`config.mk`:
```
export PLATFORM = sky130hd
export DESIGN_NAME = regfile_wb_ctrl
export DESIGN_NICKNAME = d
export VERILOG_FILES = /design/src/rtl/rf_pkg.sv /design/src/rtl/wb_fifo.sv /design/src/rtl/regfile_wb_ctrl.sv
export SDC_FILE = /design/constraint.sdc
export NUM_CORES = 1
export LEC_CHECK = 0
export ABC_CLOCK_PERIOD_IN_PS = 12200
export CORE_UTILIZATION = 62
export CTS_CLUSTER_SIZE = 40
export DETAILED_ROUTE_END_ITERATION = 8
export PLACE_DENSITY_LB_ADDON = 0.1
export SYNTH_ARGS = -nofsm -noshare
export SYNTH_HDL_FRONTEND = slang
export SYNTH_SLANG_ARGS = --single-unit
export TNS_END_PERCENT = 10
```
`constraint.sdc`:
```
create_clock -name clk -period 12.2 [get_ports clk]
set_input_delay 2.44 -clock clk [delete_from_list [all_inputs] [get_ports clk]]
set_output_delay 2.44 -clock clk [all_outputs]
set_load 0.05 [all_outputs]
```
`src/rtl/rf_pkg.sv`:
```
// rtl/rf_pkg.sv - shared types and constants for the register file writeback controller
//
// Purpose: register file geometry, the queued writeback entry type and the
//          architectural zero register address.
// Contents: XLEN, AW, WB_DEPTH, wb_entry_t, REG_ZERO.

package rf_pkg;

    localparam int XLEN     = 32;
    localparam int AW       = 5;
    localparam int WB_DEPTH = 4;

    typedef struct packed {
        logic [AW-1:0]   rd;
        logic [XLEN-1:0] data;
    } wb_entry_t;

    localparam logic [AW-1:0] REG_ZERO = '0;

endpackage

```
`src/rtl/wb_fifo.sv`:
```
// rtl/wb_fifo.sv - 2-write/1-read in-order writeback FIFO
//
// Purpose: holds pending register writes. Up to two entries are pushed per
//          cycle (wr0 is older than wr1) and one is popped from the head.
//          The contents are exposed in age order for the forwarding search.
// Ports:
//   clk, rst_n        clock, asynchronous active-low reset
//   wr0_en_i/entry_i  first (older) push; must be set whenever wr1_en_i is
//   wr1_en_i/entry_i  second (younger) push
//   rd_en_i           pop the head entry
//   head_o            current head entry
//   count_o           occupancy
//   age_entry_o[k]    entry k places behind the head (k=0 is the oldest)
//   age_valid_o[k]    entry k is occupied

module wb_fifo
    import rf_pkg::*;
#(
    parameter int DEPTH = WB_DEPTH,
    localparam int PW   = $clog2(DEPTH),
    localparam int CW   = PW + 1
) (
    input  logic            clk,
    input  logic            rst_n,
    input  logic            wr0_en_i,
    input  wb_entry_t       wr0_entry_i,
    input  logic            wr1_en_i,
    input  wb_entry_t       wr1_entry_i,
    input  logic            rd_en_i,
    output wb_entry_t       head_o,
    output logic [CW-1:0]   count_o,
    output wb_entry_t       age_entry_o [DEPTH],
    output logic [DEPTH-1:0] age_valid_o
);

    wb_entry_t     mem_q [DEPTH];
    logic [PW-1:0] wr_ptr_q, wr_ptr_d;
    logic [PW-1:0] rd_ptr_q, rd_ptr_d;
    logic [CW-1:0] count_q, count_d;
    logic [PW-1:0] wr_ptr_nx;

    always_comb begin
        wr_ptr_nx = wr_ptr_q + PW'(1);
        wr_ptr_d  = wr_ptr_q + PW'(wr0_en_i) + PW'(wr1_en_i);
        rd_ptr_d  = rd_ptr_q + PW'(rd_en_i);
        count_d   = count_q + CW'(wr0_en_i) + CW'(wr1_en_i) - CW'(rd_en_i);
    end

    always_ff @(posedge clk or negedge rst_n) begin
        if (!rst_n) begin
            wr_ptr_q <= '0;
            rd_ptr_q <= '0;
            count_q  <= '0;
        end else begin
            wr_ptr_q <= wr_ptr_d;
            rd_ptr_q <= rd_ptr_d;
            count_q  <= count_d;
        end
    end

    // Storage is qualified by count, so it needs no reset.
    always_ff @(posedge clk) begin
        if (wr0_en_i) mem_q[wr_ptr_q]  <= wr0_entry_i;
        if (wr1_en_i) mem_q[wr_ptr_nx] <= wr1_entry_i;
    end

    always_comb begin
        for (int k = 0; k < DEPTH; k++) begin
            age_entry_o[k] = mem_q[rd_ptr_q + PW'(k)];
            age_valid_o[k] = CW'(k) < count_q;
        end
    end

    assign head_o  = mem_q[rd_ptr_q];
    assign count_o = count_q;

    a_count_le_depth: assert property (@(posedge clk) disable iff (!rst_n)
        count_q <= CW'(DEPTH));

endmodule

```
`src/rtl/regfile_wb_ctrl.sv`:
```
// rtl/regfile_wb_ctrl.sv - register file write port controller with forwarding
//
// Purpose: accepts ALU and load writebacks, queues them in order, drains one
//          register file write per cycle and forwards pending data to decode.
// Ports:
//   clk, rst                     clock, asynchronous active-low reset
//   alu_valid/ready/rd/data      ALU writeback request
//   mem_valid/ready/rd/data      load writeback request
//   A3, WD3, WE3                 register file write port (registered)
//   rs1, rs2                     decode read addresses
//   fwd1_hit/data, fwd2_hit/data newest pending value for rs1/rs2
//   count                        queue occupancy

module regfile_wb_ctrl #(
    parameter int XLEN  = 32,
    parameter int AW    = 5,
    parameter int DEPTH = 4
) (
    input  logic                     clk,
    input  logic                     rst,
    input  logic                     alu_valid,
    output logic                     alu_ready,
    input  logic [AW-1:0]            alu_rd,
    input  logic [XLEN-1:0]          alu_data,
    input  logic                     mem_valid,
    output logic                     mem_ready,
    input  logic [AW-1:0]            mem_rd,
    input  logic [XLEN-1:0]          mem_data,
    output logic [AW-1:0]            A3,
    output logic [XLEN-1:0]          WD3,
    output logic                     WE3,
    input  logic [AW-1:0]            rs1,
    input  logic [AW-1:0]            rs2,
    output logic                     fwd1_hit,
    output logic [XLEN-1:0]          fwd1_data,
    output logic                     fwd2_hit,
    output logic [XLEN-1:0]          fwd2_data,
    output logic [$clog2(DEPTH):0]   count
);

    import rf_pkg::*;

    localparam int CW = $clog2(DEPTH) + 1;
    localparam logic [CW-1:0] DEPTH_C  = CW'(DEPTH);
    localparam logic [CW-1:0] DEPTH_M1 = CW'(DEPTH - 1);
    localparam logic [CW-1:0] DEPTH_M2 = CW'(DEPTH - 2);

    logic [CW-1:0]    count_w;
    wb_entry_t        head_w;
    wb_entry_t        age_entry_w [DEPTH];
    logic [DEPTH-1:0] age_valid_w;
    logic             mem_push, alu_push, pop;
    logic             wr0_en, wr1_en;
    wb_entry_t        wr0_entry, alu_entry, mem_entry;

    logic             we_q;
    logic [AW-1:0]    a3_q;
    logic [XLEN-1:0]  wd3_q;

    // Ready looks only at the registered count: a drain this cycle does not
    // free a slot for a push this cycle. With one free slot the load wins.
    assign mem_ready = count_w < DEPTH_C;
    assign alu_ready = (count_w <= DEPTH_M2) || (count_w == DEPTH_M1 && !mem_valid);

    // x0 requests still handshake but never enter the queue.
    assign mem_push  = mem_valid && mem_ready && (mem_rd != REG_ZERO);
    assign alu_push  = alu_valid && alu_ready && (alu_rd != REG_ZERO);
    assign pop       = count_w != '0;

    assign mem_entry = '{rd: mem_rd, data: mem_data};
    assign alu_entry = '{rd: alu_rd, data: alu_data};

    // The load is the older instruction, so it takes the first slot.
    assign wr0_en    = mem_push || alu_push;
    assign wr0_entry = mem_push ? mem_entry : alu_entry;
    assign wr1_en    = mem_push && alu_push;

    wb_fifo #(.DEPTH(DEPTH)) u_fifo (
        .clk         (clk),
        .rst_n       (rst),
        .wr0_en_i    (wr0_en),
        .wr0_entry_i (wr0_entry),
        .wr1_en_i    (wr1_en),
        .wr1_entry_i (alu_entry),
        .rd_en_i     (pop),
        .head_o      (head_w),
        .count_o     (count_w),
        .age_entry_o (age_entry_w),
        .age_valid_o (age_valid_w)
    );

    always_ff @(posedge clk or negedge rst) begin
        if (!rst) begin
            we_q  <= 1'b0;
            a3_q  <= '0;
            wd3_q <= '0;
        end else begin
            we_q <= pop;
            if (pop) begin
                a3_q  <= head_w.rd;
                wd3_q <= head_w.data;
            end
        end
    end

    // Forwarding: the output stage is the oldest pending write (it lands at
    // the end of this cycle), then queue entries from head to tail. Later
    // matches overwrite earlier ones so the youngest wins.
    logic [1:0][AW-1:0]   rs_a;
    logic [1:0]           hit_a;
    logic [1:0][XLEN-1:0] data_a;

    assign rs_a[0] = rs1;
    assign rs_a[1] = rs2;

    always_comb begin
        hit_a  = '0;
        data_a = '0;
        for (int p = 0; p < 2; p++) begin
            if (rs_a[p] != REG_ZERO) begin
                if (we_q && a3_q == rs_a[p]) begin
                    hit_a[p]  = 1'b1;
                    data_a[p] = wd3_q;
                end
                for (int k = 0; k < DEPTH; k++) begin
                    if (age_valid_w[k] && age_entry_w[k].rd == rs_a[p]) begin
                        hit_a[p]  = 1'b1;
                        data_a[p] = age_entry_w[k].data;
                    end
                end
            end
        end
    end

    assign fwd1_hit  = hit_a[0];
    assign fwd1_data = data_a[0];
    assign fwd2_hit  = hit_a[1];
    assign fwd2_data = data_a[1];

    assign WE3   = we_q;
    assign A3    = a3_q;
    assign WD3   = wd3_q;
    assign count = count_w;

endmodule

```
* After elaboration in Yosys (flattened, before gate mapping) *
Memory sizes are Yosys's and may differ from the RTL's.
Index checks and enable logic that the tools add are counted.

storage, ports and cells
  memories kept = 1
  logic and storage cells = 87
  RAM bits = 148
  flip-flop bits (word level) = 45

memories
  name          words  bits a word  rd ports  clocked after Yosys merged registers in  wr ports  RTL line       RTL
  u_fifo.mem_q  4      37           4         0                                        2         wb_fifo.sv:36  wb_entry_t mem_q [DEPTH];

operators by class
  eq/ne operators = 11
  magnitude comparators = 6
  reductions and logical operators = 24
  muxes and demuxes = 29
  add/subtract/negate cells = 10

operator list
  operator             number
  $mux 32              12
  $eq 5x5->1           10
  $mux 37              1
  $reduce_bool 5->1    4
  $logic_and 1x1->1    16
  $mux 1               16
  $add 2x1->2          3
  $add 3x1->3          2
  $lt 1x3->1 const A   2
  $lt 2x3->1 const A   2
  $add 2x1->2 const B  2
  $add 2x2->2 const B  2
  $eq 3x2->1 const B   1
  $le 3x2->1 const B   1
  $lt 3x3->1 const B   1
  $reduce_bool 3->1    1
  $sub 3x1->3          1
  $logic_or 1x1->1     2
  $logic_not 1->1      1

* Logic depth before layout (Yosys ltp) *
  depth after elaboration = 9
  gate-level depth with buffers = 12
  mapped depth without buffers = 11

* By module *
From an unflattened synthesis, not the netlist that was laid out.

unflattened totals
  cell total of the unflattened synthesis = 1285
  area, all modules = 16054.1 µm²

by module, submodules not included
  module           seq. area each (µm²)  area each (µm²)  times used  cells each
  wb_fifo          4619.4                10697.8          1           570
  regfile_wb_ctrl  950.9                 5356.4           1           715

* Least setup slack after synthesis *
Ideal clock, no wire load.

  path kind = input port to output port
  start = in rs1[4]
  end = out fwd1_data[0]
  stages = 9
  path slack = 4.737 ns
  required time = 9.760 ns
  arrival = 5.023 ns
  path buffers = 3
  path through = clkbuf_1 or2_2 mux2i_1 o2111a_1 and2_1 clkbuf_1 buf_2 a221oi_1 o31ai_1

on the way
  longest elaborated chain between the ends = 8

ends and longest elaborated chain
  element               RTL line                RTL
  start: declaration    regfile_wb_ctrl.sv:32   input logic [AW-1:0] rs1,
  $eq 5x5->1            regfile_wb_ctrl.sv:121  if (we_q && a3_q == rs_a[p]) begin
  $logic_and 1x1->1     regfile_wb_ctrl.sv:121
  $mux 32               regfile_wb_ctrl.sv:121
  $mux 32 (4 in a row)  regfile_wb_ctrl.sv:126  if (age_valid_w[k] && age_entry_w[k].rd == rs_a[p]) begin
  $mux 32 (*)           regfile_wb_ctrl.sv:120  if (rs_a[p] != REG_ZERO) begin
  end: declaration      regfile_wb_ctrl.sv:35   output logic [XLEN-1:0] fwd1_data,

Every way passes the cells marked *; elsewhere a longest branch is shown, timed or not.

* Worst setup path in the final report *
  start = in rs1[0]
  end = out fwd1_data[16]

The elaborated chain is that of the path after synthesis.

==> run_results.csv <==
group,metric,value,unit
drt,dr_wl_met2,23000,um
place,placement_stage_worst_setup_slack,3.22,ns
logic_synthesis,synth_common_cells,"sky130_fd_sc_hd__mux2_2 (187), sky130_fd_sc_hd__edfxtp_1 (148), sky130_fd_sc_hd__mux4_2 (142), sky130_fd_sc_hd__clkbuf_1 (56), sky130_fd_sc_hd__buf_2 (52)",
grt,grt_pass1_vias,12200,
run,timing.max_cap.violations,0,
cells_and_area,finish.cell_count_without_fillers,1643,
sta,post-route-worst-setup-slack,3.16,ns
logic_synthesis,post_synth_inst_count,1188,
drt,wirelength_met1,17200,um
drt,ant_nets,0,
hold_path,min-delay-path-class,"flop to flop",
sta,max_slew_margin,17.2,%
worst_setup_path,critical_path.max_stage_delay,0.99,ns
worst_setup_path,critPathMostFrequentCell,"sky130_fd_sc_hd__clkdlybuf4s50_1",
cts,htreeDepth,4,
sta,timing_worst_slew_pin_value,1.24,ns
logic_synthesis,most_instantiated_flip_flop_cell_in_the_synthesis_netlist,"sky130_fd_sc_hd__edfxtp_1",
drt,postRouteWirelength,47200,um
cts,cts_setup_buffers,0,
drt,detail_route.drc_violations,0,
grt,grt_use_total,37.2,%
power,relative_contribution_of_sequential_cells_to_total_power,23.8,%
logic_synthesis,register_bit_total_from_synthesis,193,
power,power.clock.fraction,10.4,%
logic_synthesis,ys.warnings.count,0,
cts,cts.hold.buffers_added,0,
worst_setup_path,critical_path.max_fanout,34,
worst_setup_path,path_delay_family,"simple AND/OR/NAND/NOR gates",
worst_setup_path,timing.critical_path.from_type,"input pin",
worst_setup_path,required,9.76,ns
sta,skew,0.0196,ns
logic_synthesis,yosysTopAreaCell,"sky130_fd_sc_hd__edfxtp_1",
sta,finalHoldViolCount,0,
place,globalplace.congestion,0.875,
power,power-per-cell-area,294,nW/um2
sta,finalCritPeriodShare,74.1,%
worst_setup_path,critPathSlowestCell,"sky130_fd_sc_hd__nand3_2",
sta,layout_min_cycle_time,9.04,ns
logic_synthesis,synth_edf_count,148,
logic_synthesis,synthTopCellsByArea,"sky130_fd_sc_hd__edfxtp_1 (28%), sky130_fd_sc_hd__mux4_2 (20%), sky130_fd_sc_hd__mux2_2 (13%), sky130_fd_sc_hd__dfrtp_1 (7.2%), sky130_fd_sc_hd__mux2i_1 (2.8%)",
floorplan,core.rowCount,57,
logic_synthesis,netlist_area,15600,um2
power,p_leak,5.96,nW
worst_setup_path,timing.critical_path.buf_inv,2,
logic_synthesis,postSynthNetCount,1283,
grt,antenna_found_initial,2,
cts,numCtsBuffers,17,
logic_synthesis,synth.top_cell.area_share,28.5,%
drt,top_layer_used,"met4",
cts,cts_resized,0,
grt,grt_pass1_wl,72000,um
place,portBuffers,196,
logic_synthesis,syn_avg_cell_area,13.1,um2
cells_and_area,finalNetCount,1399,
place,dpl.cell_count,1609,
floorplan,design.die.area,25800,um2
sta,rsz0062_at_grt,"false",
cts,clock_sink_count,193,
cts,clockBufferDepth,2,
drt,firstDrtPassIters,5,
power,comb_power_share,65.8,%
worst_setup_path,worst-endpoint-arrival,6.60,ns
drt,routed-via-count,12400,
logic_synthesis,synth_most_common_cell,"sky130_fd_sc_hd__mux2_2",
logic_synthesis,yosysSeqAreaShare,35.7,%
sta,timing.setup.tns,0,ns
drt,wl_met3,5180,um
floorplan,die_h,161,um
power,internal_power,2.73,mW
drt,detailedRoute.firstIterationViolations,1592,
cts,worst_skew_pair.late_latency,0.45,ns
status,status,"completed",
grt,grt_start_max_net_pins,66,
floorplan,floorplan.core_area,24500,um2
drt,wire_per_inst,28.7,um
logic_synthesis,synth_cell_types,57,
floorplan,floorplan.initialDensity,63.6,%
floorplan,top_level_ports,197,
cells_and_area,area.growth.synth_to_final,16.8,%
worst_setup_path,cp-end-kind,"output port",
cts,register_clock_pin_slew_on_the_reported_worst_setup_and_hold_paths,0.08,ns
cts,cts_tree,"yes",
drt,routed_via_density,7.54,
grt,globalRouteOverflowTotal,0,
cells_and_area,final_layout_size_suffix_gt1_share,33.9,%
power,p_sw,2.62,mW
sta,final_max_slew_viol_count,0,
worst_setup_path,timing.critical_path.cells,"clkdlybuf4s50_1, xnor2_1, nand4_1, or2_2, nand3_2, o31ai_1, clkdlybuf4s50_1",
cts,clk_root_buffer_cell,"sky130_fd_sc_hd__clkbuf_16",
logic_synthesis,synthArstFlopShare,23.3,%
floorplan,die_width,161,um
sta,fmax,0.111,GHz
worst_setup_path,path_class,"input pin to output port",
power,ir_worst_vdd,0.000217,V
sta,total_setup_violations_reported_at_the_end_of_the_flow,0,
power,swShare,48.9,%
place,detailedPlacementHpwl,29200,um
## power by group through the flow
stage / registers, mW / logic [mW] / clock network (mW)
2_1_floorplan: 1.39 / 2.42 / 0
3_3_place_gp: 1.25 / 3.43 / 0
3_5_place_dp: 1.28 / 3.48 / 0
4_1_cts: 1.27 / 3.49 / 0.554
5_1_grt: 1.31 / 3.69 / 0.579
6_report: 1.28 / 3.52 / 0.557
## routing by layer
metal	vias to the layer above	track usage (%)
li1	5109	-
met1	6218	49.3
met5	-	0
met3	148	6.61
met4	0	15.6
met2	919	60.7
## cell families after synthesis
family                   share of synthesized area, %
AO/OA/AOI/OAI                                    12.5
XOR/XNOR                                         2.98
buffers and inverters                            5.14
AND/OR/NAND/NOR                                  5.42
adder cells (fa/ha/maj)                         0.706
flip-flops                                       35.7
multiplexers                                     37.5
## registers in the layout (all words and copies together), names as in the netlist
signal           cells
u_fifo.count_o       3
u_fifo.mem_q       148
u_fifo.wr_ptr_q      2
u_fifo.rd_ptr_q      2
WE3                  1
WD3                 32
A3                   5
## worst register-to-register path: stages (launching register included)
cell	delay, ns
sky130_fd_sc_hd__dfrtp_1	0.52
sky130_fd_sc_hd__inv_1	0.17
sky130_fd_sc_hd__ha_1	0.21
sky130_fd_sc_hd__inv_1	0.12
sky130_fd_sc_hd__a21oi_1	0.90
sky130_fd_sc_hd__nor2_1	0.21
sky130_fd_sc_hd__o31ai_4	1.03
sky130_fd_sc_hd__buf_4	0.52
## worst paths after layout
path	start	to	depth (start not counted)	slack (ns)
setup / recovery	rs1[0]	fwd1_data[16]	7	3.16
hold / removal	WD3[28]	WD3[28]	1	0.56
setup reg to reg	u_fifo.count_o[2]	u_fifo.mem_q[0][11]	7	8.16
hold reg to reg	WD3[28]	WD3[28]	1	0.56
max in group asynchronous	rst	u_fifo.rd_ptr_q[1]	2	9.41
min in group asynchronous	rst	A3[4]	2	2.16
## area by class of cell
class | instances | area [um2]
repair buffers | 223 | 2160
clock inverters | 13 | 119
fillers | 1668 | 6310
flip-flops and latches | 193 | 5580
well taps | 324 | 405
diodes | 2 | 5.00
clock buffers | 19 | 443
inverters | 43 | 161
multi-input cells | 826 | 9350
## placed cells by master (no fill, tap or decap), types with 5 or more instances in the layout
cell type                         count
sky130_fd_sc_hd__clkdlybuf4s50_1    195
sky130_fd_sc_hd__xor2_1              13
sky130_fd_sc_hd__a31oi_1             32
sky130_fd_sc_hd__nand2_1             43
sky130_fd_sc_hd__clkbuf_16           17
sky130_fd_sc_hd__nand4_1              8
sky130_fd_sc_hd__nor2_1              39
sky130_fd_sc_hd__a221oi_1            32
sky130_fd_sc_hd__a2111oi_0           31
sky130_fd_sc_hd__and2_1              38
sky130_fd_sc_hd__mux2_2             187
sky130_fd_sc_hd__o21ai_0              5
sky130_fd_sc_hd__inv_1               43
sky130_fd_sc_hd__buf_4               27
sky130_fd_sc_hd__o31ai_1             32
sky130_fd_sc_hd__xnor2_1             40
sky130_fd_sc_hd__o221ai_2            27
sky130_fd_sc_hd__nand3_1              5
sky130_fd_sc_hd__edfxtp_1           148
sky130_fd_sc_hd__mux4_2             142
sky130_fd_sc_hd__nor2b_1              5
sky130_fd_sc_hd__a32oi_1             32
sky130_fd_sc_hd__mux2i_1             43
sky130_fd_sc_hd__dfrtp_1             43
## per-stage QoR
step	instance area (um2)	util (%)	power [mW]	hold WS, ns
after floorplan	15600	-	3.81	0.501
after global placement	17700	72.0	4.68	0.536
after detailed placement	17700	72.0	4.76	0.542
after CTS	18200	74.2	5.31	0.559
after global routing	18200	74.3	5.57	0.589
final	18200	74.3	5.35	0.561
Note: power is estimated with default switching activity, not from simulation.
